==> src/rtl/axi_ctrl_master.sv <==
// axi_ctrl_master
// Turns single control-register commands into AXI-lite read or write
// transactions, with one transaction in flight at a time. It returns one
// response per command. If an AXI phase is not completed within TIMEOUT
// cycles, the transaction is abandoned.
//
// Ports:
//   clk, reset                     clock, async active-high reset
//   cmd_valid/cmd_ready            command handshake
//   cmd_write/addr/wdata/wstrb     command payload (write=1, read=0)
//   rsp_valid/rsp_ready            response handshake
//   rsp_rdata/rsp_resp/rsp_timeout response payload
//   ar*, r*                        AXI-lite read channels (master side)
//   aw*, w*, b*                    AXI-lite write channels (master side)
//   busy                           high whenever the FSM is not in IDLE
//
// state   | meaning
// IDLE    | waiting for a command, cmd_ready high
// WR_REQ  | AW and W offered, each dropped independently once accepted
// WR_RESP | bready high, waiting for the write response
// RD_REQ  | arvalid high, waiting for arready
// RD_DATA | rready high, waiting for read data
// RSP     | rsp_valid high with a stable payload until rsp_ready
module axi_ctrl_master #(
  parameter int ADDR_W  = 12,
  parameter int DATA_W  = 32,
  parameter int TIMEOUT = 256
) (
  input  logic                clk,
  input  logic                reset,
  input  logic                cmd_valid,
  output logic                cmd_ready,
  input  logic                cmd_write,
  input  logic [ADDR_W-1:0]   cmd_addr,
  input  logic [DATA_W-1:0]   cmd_wdata,
  input  logic [DATA_W/8-1:0] cmd_wstrb,
  output logic                rsp_valid,
  input  logic                rsp_ready,
  output logic [DATA_W-1:0]   rsp_rdata,
  output logic [1:0]          rsp_resp,
  output logic                rsp_timeout,
  output logic [ADDR_W-1:0]   araddr,
  output logic                arvalid,
  input  logic                arready,
  input  logic [DATA_W-1:0]   rdata,
  input  logic [1:0]          rresp,
  input  logic                rvalid,
  output logic                rready,
  output logic [ADDR_W-1:0]   awaddr,
  output logic                awvalid,
  input  logic                awready,
  output logic [DATA_W-1:0]   wdata,
  output logic [DATA_W/8-1:0] wstrb,
  output logic                wvalid,
  input  logic                wready,
  input  logic                bvalid,
  input  logic [1:0]          bresp,
  output logic                bready,
  output logic                busy
);

  localparam logic [15:0] CNT_LAST = 16'(TIMEOUT - 1);

  typedef enum logic [2:0] {IDLE, WR_REQ, WR_RESP, RD_REQ, RD_DATA, RSP} state_t;

  state_t      state;
  logic [15:0] phase_cnt;
  logic        aw_done, w_done;
  logic        aw_ok, w_ok, in_phase, phase_done, timeout_now;

  // aw_done/w_done remember a handshake from an earlier cycle. This lets the
  // two write channels be accepted in any order.
  assign aw_ok = aw_done | (awvalid & awready);
  assign w_ok  = w_done  | (wvalid & wready);

  assign in_phase = (state == WR_REQ) || (state == WR_RESP) ||
                    (state == RD_REQ) || (state == RD_DATA);

  assign phase_done = ((state == WR_REQ)  && aw_ok && w_ok)        ||
                      ((state == WR_RESP) && bvalid && bready)     ||
                      ((state == RD_REQ)  && arvalid && arready)   ||
                      ((state == RD_DATA) && rvalid && rready);

  // A handshake on the last allowed cycle wins over the timeout.
  assign timeout_now = in_phase && !phase_done && (phase_cnt == CNT_LAST);

  always_ff @(posedge clk or posedge reset) begin
    if (reset) begin
      state       <= IDLE;
      phase_cnt   <= '0;
      aw_done     <= 1'b0;
      w_done      <= 1'b0;
      cmd_ready   <= 1'b0;
      busy        <= 1'b0;
      rsp_valid   <= 1'b0;
      rsp_rdata   <= '0;
      rsp_resp    <= '0;
      rsp_timeout <= 1'b0;
      araddr      <= '0;
      arvalid     <= 1'b0;
      rready      <= 1'b0;
      awaddr      <= '0;
      awvalid     <= 1'b0;
      wdata       <= '0;
      wstrb       <= '0;
      wvalid      <= 1'b0;
      bready      <= 1'b0;
    end else if (timeout_now) begin
      state       <= RSP;
      phase_cnt   <= '0;
      awvalid     <= 1'b0;
      wvalid      <= 1'b0;
      arvalid     <= 1'b0;
      bready      <= 1'b0;
      rready      <= 1'b0;
      rsp_valid   <= 1'b1;
      rsp_timeout <= 1'b1;
      rsp_resp    <= 2'b10;
      rsp_rdata   <= '0;
    end else begin
      case (state)
        IDLE: begin
          cmd_ready <= 1'b1;
          if (cmd_valid && cmd_ready) begin
            cmd_ready   <= 1'b0;
            busy        <= 1'b1;
            rsp_timeout <= 1'b0;
            phase_cnt   <= '0;
            aw_done     <= 1'b0;
            w_done      <= 1'b0;
            if (cmd_write) begin
              state   <= WR_REQ;
              awaddr  <= cmd_addr;
              wdata   <= cmd_wdata;
              wstrb   <= cmd_wstrb;
              awvalid <= 1'b1;
              wvalid  <= 1'b1;
            end else begin
              state   <= RD_REQ;
              araddr  <= cmd_addr;
              arvalid <= 1'b1;
            end
          end
        end
        WR_REQ: begin
          if (awvalid && awready) awvalid <= 1'b0;
          if (wvalid && wready)   wvalid  <= 1'b0;
          aw_done <= aw_ok;
          w_done  <= w_ok;
          if (aw_ok && w_ok) begin
            state     <= WR_RESP;
            bready    <= 1'b1;
            phase_cnt <= '0;
          end else begin
            phase_cnt <= phase_cnt + 16'd1;
          end
        end
        WR_RESP: begin
          if (bvalid && bready) begin
            state     <= RSP;
            bready    <= 1'b0;
            rsp_valid <= 1'b1;
            rsp_resp  <= bresp;
            rsp_rdata <= '0;
            phase_cnt <= '0;
          end else begin
            phase_cnt <= phase_cnt + 16'd1;
          end
        end
        RD_REQ: begin
          if (arvalid && arready) begin
            state     <= RD_DATA;
            arvalid   <= 1'b0;
            rready    <= 1'b1;
            phase_cnt <= '0;
          end else begin
            phase_cnt <= phase_cnt + 16'd1;
          end
        end
        RD_DATA: begin
          if (rvalid && rready) begin
            state     <= RSP;
            rready    <= 1'b0;
            rsp_valid <= 1'b1;
            rsp_rdata <= rdata;
            rsp_resp  <= rresp;
            phase_cnt <= '0;
          end else begin
            phase_cnt <= phase_cnt + 16'd1;
          end
        end
        RSP: begin
          if (rsp_ready) begin
            state     <= IDLE;
            rsp_valid <= 1'b0;
            cmd_ready <= 1'b1;
            busy      <= 1'b0;
          end
        end
        default: state <= IDLE;
      endcase
    end
  end

endmodule

==> config.mk <==
export PLATFORM = sky130hd
export DESIGN_NAME = axi_ctrl_master
export DESIGN_NICKNAME = d
export VERILOG_FILES = /design/src/rtl/axi_ctrl_master.sv
export SDC_FILE = /design/constraint.sdc
export NUM_CORES = 1
export LEC_CHECK = 0
export CAP_MARGIN = 40
export CORE_MARGIN = 5
export CORE_UTILIZATION = 40
export DETAILED_ROUTE_END_ITERATION = 16
export DONT_BUFFER_PORTS = 1
export PLACE_DENSITY = 0.61
export SYNTH_ARGS = -nofsm -noshare
export SYNTH_HDL_FRONTEND = slang
export SYNTH_SLANG_ARGS = --single-unit
export TNS_END_PERCENT = 30
==> constraint.sdc <==
create_clock -name clk -period 8.68 [get_ports clk]
set_clock_uncertainty 0.1 [all_clocks]
set_input_delay 0.868 -clock clk [delete_from_list [all_inputs] [get_ports clk]]
set_output_delay 0.868 -clock clk [all_outputs]
set_load 0.02 [all_outputs]
==> flow_summary.yaml, run 1 <==
clocking:
  insertion_delay_ns: 0.40
  numClockSinks: 124
  htree_num_levels: 4
  post_cts_buffers: 0
  clock-root-buffer: "clkbuf_16"
  clk_pin_slew_ns: 0.05
  cts_tree: "yes"
  clock_path_buffers: 2
  cts_hold_buf: 0
  ctsResizeCount: 0
  cts_buffers: 17
power_and_ir_drop:
  internal_power_mw: 1.448
  power_frac_comb_pct: 19.5
  swShare_pct: 37.06
  power_density_mw_per_mm2: 391.0
  vdd_drop_max_mv: 0.2145
  finalPower_mw: 2.300
  switchingPower_mw: 0.8522
  seq_power_share_pct: 51.6
  p_leak_nw: 2.576
  clkPwrFrac_pct: 28.9
setup_path:
  endpoint_kind: "flip-flop"
  critPathKind: "reg -> reg"
  cp.arrival_ns: 3.04
  cp_max_fo: 32
  rrSetupSlack_ns: 5.88
  startpoint_type: "flip-flop"
  required_ns: 8.92
  r2r_cells: 5
layout:
  nNetsFinal: 492
  insertedDiodeCount: 0
  seq_area_mm2: 0.003103
  multi_input_area_mm2: 0.001921
  area_growth_pct: 13.28
  layout-drive-gt1-share_pct: 27.45
  fill_cells: 1129
sta:
  finalCritPeriodShare_pct: 32.20
  layout_min_cycle_time_ns: 2.795
  rsz0062_at_grt: "false"
  tns_ns: 0
  hold_viol_final: 0
  slew_violations: 0
  fmax_ghz: 0.3578
  relSlewSlack_pct: 47.97
  setup_viol: 0
  hold_slack_ns: 0.3686
  worst_pin_slew_ns: 0.7745
  setup_ws_ns: 5.885
drt:
  wire_per_inst_um: 19.73
  firstDrtPassIters: 4
  first_iter_violations: 122
  remaining_drc_errors: 0
  final_antenna_net_count: 0
  wirelength_mm: 11.44
  num_vias: 3192
  routed_via_density: 5.503
grt:
  grt_pass1_wl_mm: 17.55
  track_usage_pct: 15.22
  grt.overflow.total: 0
  grt_pass1_vias: 3375
  antenna_found_initial: 0
  grt_max_degree: 65
floorplanning:
  coreArea_mm2: 0.01267
  num_io_pins: 197
  num_rows: 41
  die_w_um: 123.9
  dieArea_mm2: 0.01536
  fp.dieH_um: 123.9
  start_util_pct: 40.98
synthesis:
  synthDominantCellAreaShare_pct: 59.76
  synth_common_cells: "dfrtp_1 (124), mux2_2 (60), a22o_1 (31)"
  synth_cells: 389
  ys.flop_type: "dfrtp_1"
  synth_area_per_cell_um2: 13.35
  synth_edf_count: 0
  synth-seq-cells: 124
  ys_types: 51
  yosysWarnings: 0
  synth_nets: 484
  synthArstFlopShare_pct: 100.0
  syn-cell-area_mm2: 0.005192
  synth_area_leaders: "dfrtp_1 (60%), mux2_2 (13%), a22o_1 (5.2%), xor2_1 (1.9%), nand2_1 (1.7%)"
  yosysMostFrequentCell: "dfrtp_1"
  yosysSeqAreaShare_pct: 59.76
  synth.largest_area_cell: "dfrtp_1"
placed_design:
  place_ws_ns: 5.884
  place.gp.congestion: 0.7789
  portBuffers: 0
  hpwl_mm: 8.403
flow_run:
  cap_violations: 0
hold_path:
  hold_class: "in -> async"
status:
  status: "complete, no violations"
power by group through the flow:
| stage | Clock [mW] | Combinational, mW | Sequential, mW |
|---|---|---|---|
| 2_1_floorplan | 0 | 0.429 | 1.10 |
| 3_3_place_gp | 0 | 0.432 | 1.19 |
| 3_5_place_dp | 0 | 0.455 | 1.20 |
| 4_1_cts | 0.683 | 0.455 | 1.19 |
| 5_1_grt | 0.708 | 0.506 | 1.22 |
| 6_report | 0.664 | 0.448 | 1.19 |
final cells by class:
type / instances / share of cell area (%)
Sequential cell: 124 / 52.75
Timing Repair Buffer: 8 / 0.9147
Inverter: 4 / 0.2978
Clock inverter: 6 / 1.021
Multi-Input combinational cell: 242 / 32.65
Clock buffer: 24 / 8.700
Tap cell: 172 / 3.659
cells in the final DEF, fill, tap and decap left out, types with 3 or more instances in the layout:
cell type    n
mux2i_1      3
inv_1        3
o211ai_1     4
nor2_1      21
nand4_1      4
clkinv_2     3
clkbuf_8     6
xor2_1      11
nor3_1       4
nand3_1     12
a211oi_1     3
a31oi_1      5
nand4b_1     3
a21oi_1     13
buf_4        4
a22o_1      31
dfrtp_1    124
o21ai_0      8
nand2_1     24
mux2_2      60
clkbuf_16   17
nand2b_1     3
critical path, cell delays in order (launching register included):
cell	delay, ns
dfrtp_1	0.76
nor3b_2	0.49
nor3b_4	0.42
nor4b_4	0.16
nor2_4	0.55
a22o_2	0.24
per-stage QoR:
stage | instance area (um2) | cells | utilization (%)
final | 5882 | 580 | 46.42
after global routing | 5882 | 580 | 46.42
after CTS | 5882 | 580 | 46.42
after detailed placement | 5310 | 550 | 41.91
after global placement | 5286 | 546 | 41.72
after floorplan | 5192 | 389 | -
logic make-up (layout without fill, tap and decap cells):
| group | Yosys count | after routing | synth area share [%] |
|---|---|---|---|
| XOR/XNOR | 12 | 12 | 2.024 |
| adder cells (fa/ha/maj) | 1 | 1 | 0.2409 |
| AND/OR/NAND/NOR | 90 | 90 | 10.14 |
| flip-flops | 124 | 124 | 59.76 |
| AO/OA/AOI/OAI | 76 | 76 | 10.87 |
| buffers and inverters | 23 | 42 | 3.373 |
| multiplexers | 63 | 63 | 13.59 |
final timing paths:
path,end,start
max,rsp_rdata[30]$_DFFE_PP0P_,state[0]$_DFFE_PP0P_
min,wstrb[2]$_DFFE_PP0P_,reset
max reg2reg,rsp_rdata[30]$_DFFE_PP0P_,state[0]$_DFFE_PP0P_
min reg2reg,aw_done$_DFFE_PP0P_,aw_done$_DFFE_PP0P_
max in group asynchronous,aw_done$_DFFE_PP0P_,reset
min in group clk,aw_done$_DFFE_PP0P_,aw_done$_DFFE_PP0P_
state kept, by name, indices dropped and copies added (netlist names):
| signal | cells |
|---|---|
| cmd_ready | 1 |
| wdata | 32 |
| rsp_timeout | 1 |
| phase_cnt | 16 |
| rsp_rdata | 32 |
| arvalid | 1 |
| rready | 1 |
| awvalid | 1 |
| wstrb | 4 |
| w_done | 1 |
| awaddr | 12 |
| state | 3 |
| rsp_valid | 1 |
| rsp_resp | 2 |
| wvalid | 1 |
| araddr | 12 |
| aw_done | 1 |
| bready | 1 |
| busy | 1 |
routing by layer:
| metal | GRT usage, % | vias up | routed length [um] |
|---|---|---|---|
| met5 | 0 | - | 0 |
| met4 | 7.324 | 0 | 219 |
| met3 | 8.856 | 13 | 1412 |
| met1 | 16.46 | 1578 | 4239 |
| met2 | 23.93 | 165 | 5571 |
| li1 | - | 1436 | - |
(Power assumes the default switching activity.)
==> run 2, diff against run 1 <==
==> constraint.sdc (replaced) <==
create_clock -name clk -period 2.6 [get_ports clk]
set_clock_uncertainty 0.1 [all_clocks]
set_input_delay 0.26 -clock clk [delete_from_list [all_inputs] [get_ports clk]]
set_output_delay 0.26 -clock clk [all_outputs]
set_load 0.02 [all_outputs]
==> run 2 against run 1 <==
Against the previous run: critical path depth is 1 higher; worst setup slack got worse by 5.7 ns; wire length up 16%; flip-flop and latch count is the same; largest cell class unchanged; total power rose to 3.5 times the previous value; cell count up 18%; hold slack worse by 0.34 ns; non-clock buffer count is 105 higher; via count increased by 13%.
==> flow_summary.yaml, run 2 (synthesized netlist as in run 1, its figures left out) <==
setup_path:
  r2r_end: "rsp_rdata[30]$_DFFE_PP0P_"
  endpoint_kind: "flip-flop"
  cp_slowest_cell: "or4_4"
  path_delay_family: "simple AND/OR/NAND/NOR gates"
  required_ns: 2.79
  r2r_cells: 6
  timing.rr.start: "phase_cnt[8]$_DFFE_PP0P_"
  rrSetupSlack_ns: 0.21
  cp_max_fo: 32
  crit_buf_inv: 1
  critPathKind: "reg -> reg"
  startpoint_type: "flip-flop"
  cp.arrival_ns: 2.58
  cpPeakStageDelay_ns: 0.56
  cp_cell_sequence: "or4_4, nor4_4, nor4b_4, nor2_4, buf_4, a22o_2"
sta:
  setup_viol: 0
  hold_viol_final: 0
  tns_ns: 0
  rsz0062_at_grt: "false"
  slew_violations: 0
  layout_min_cycle_time_ns: 2.387
  relSlewSlack_pct: 58.57
  finalCritPeriodShare_pct: 91.81
  fmax_ghz: 0.4189
  worst_pin_slew_ns: 0.6202
clocking:
  cts_tree: "yes"
  ctsResizeCount: 0
  clk_pin_slew_ns: 0.05
  htree_num_levels: 4
  cts_buffers: 17
  clock-root-buffer: "clkbuf_16"
  insertion_delay_ns: 0.41
  clock_path_buffers: 2
  numClockSinks: 124
floorplanning:
  coreArea_mm2: 0.01267
  num_io_pins: 197
  die_w_um: 123.9
  start_util_pct: 40.98
  dieArea_mm2: 0.01536
  fp.dieH_um: 123.9
  num_rows: 41
drt:
  num_vias: 3622
  final_antenna_net_count: 0
  first_iter_violations: 149
  wire_per_inst_um: 19.32
  remaining_drc_errors: 0
  wirelength_mm: 13.23
  routed_via_density: 5.288
  firstDrtPassIters: 4
grt:
  grt_pass1_wl_mm: 20.67
  antenna_found_initial: 0
  track_usage_pct: 17.87
  grt_pass1_vias: 3978
  grt.overflow.total: 0
  grt_max_degree: 58
layout:
  nNetsFinal: 597
  final_common_cell: "dfrtp_1"
  area_growth_pct: 34.07
  layout-drive-gt1-share_pct: 25.34
  post-route-util_pct: 54.94
  insertedDiodeCount: 0
  mostFrequentLayoutCells: "dfrtp_1 (124), dlygate4sd3_1 (88), mux2_2 (60), a22o_1 (31), nand2_1 (24)"
  largestRegisters: "rsp_rdata: 32 flops, wdata: 32 flops, phase_cnt: 16 flops"
power_and_ir_drop:
  power_density_mw_per_mm2: 1171
  finalPower_mw: 8.153
  p_leak_nw: 3.061
  vdd_drop_max_mv: 0.6367
placed_design:
  portBuffers: 0
  place.gp.congestion: 0.8089
  hpwl_mm: 8.791
status:
  status: "complete, no violations"
hold_path:
  hold_end: "rsp_resp[1]$_DFFE_PP0P_"
  min-delay-start: "bresp[1]"
  hold_class: "in -> reg"
  hold_path_depth: 4
flow_run:
  cap_violations: 0
==> run 2: worst max path at each step <==
stage,startpoint,endpoint,cells past startpoint
2_1_floorplan,phase_cnt[8]$_DFFE_PP0P_,rsp_rdata[0]$_DFFE_PP0P_,6
3_3_place_gp,state[2]$_DFFE_PP0P_,phase_cnt[5]$_DFFE_PP0P_,7
3_5_place_dp,phase_cnt[8]$_DFFE_PP0P_,rsp_rdata[30]$_DFFE_PP0P_,6
4_1_cts,phase_cnt[8]$_DFFE_PP0P_,rsp_rdata[30]$_DFFE_PP0P_,6
5_1_grt,state[1]$_DFFE_PP0P_,phase_cnt[15]$_DFFE_PP0P_,7
6_report,phase_cnt[8]$_DFFE_PP0P_,rsp_rdata[30]$_DFFE_PP0P_,6
==> run 2: layer usage <==
metal  vias to the layer above  track usage, %  share of wire (%)  routed length (um)
li1                       1651               -                  -                   -
met1                      1791           18.99                 37                4919
met2                       160           30.48                 50                6606
met3                        20           8.538                 11                1466
met4                         0           7.324                1.8                 242
met5                         -               0                  0                   0
==> run 2: what timing repair did <==
item                                   in CTS  in global routing
hold buffers                               88                  0
endpoints found under the hold margin     124                  0
buffers inserted                            0                  0
==> run 2: stage by stage <==
step                      instance area, um2  setup slack (ns)  hold slack (ns)  instances
after floorplan                         5196            0.2868           0.2641        389
after global placement                  5470            0.2547           0.1448        567
after detailed placement                5470            0.2441           0.1430        567
after CTS                               6962            0.2112          0.02028        685
after global routing                    6962           0.03045          0.04785        685
final                                   6962            0.2130          0.02847        685
==> run 2: layout make-up <==
class                      count  area, um2
timing repair buffer         113       1094
multi-input combinational    242       1921
clock buffer                  24      501.7
clock inverter                 6      108.9
fill                        1061       5709
sequential                   124       3103
inverter                       4      18.77
tap                          172      215.2
==> run 2: where the power goes <==
part	internal, mW	switching, mW
clock network	1.62	0.792
logic	0.997	0.789
registers	2.58	1.37
total	5.20	2.95
==> run 2: worst reg2reg max path: stages (launching register included) <==
cell and delay [ns]:
dfrtp_1 0.41, or4_4 0.56, nor4_4 0.34, nor4b_4 0.33
nor2_4 0.04, buf_4 0.23, a22o_2 0.25
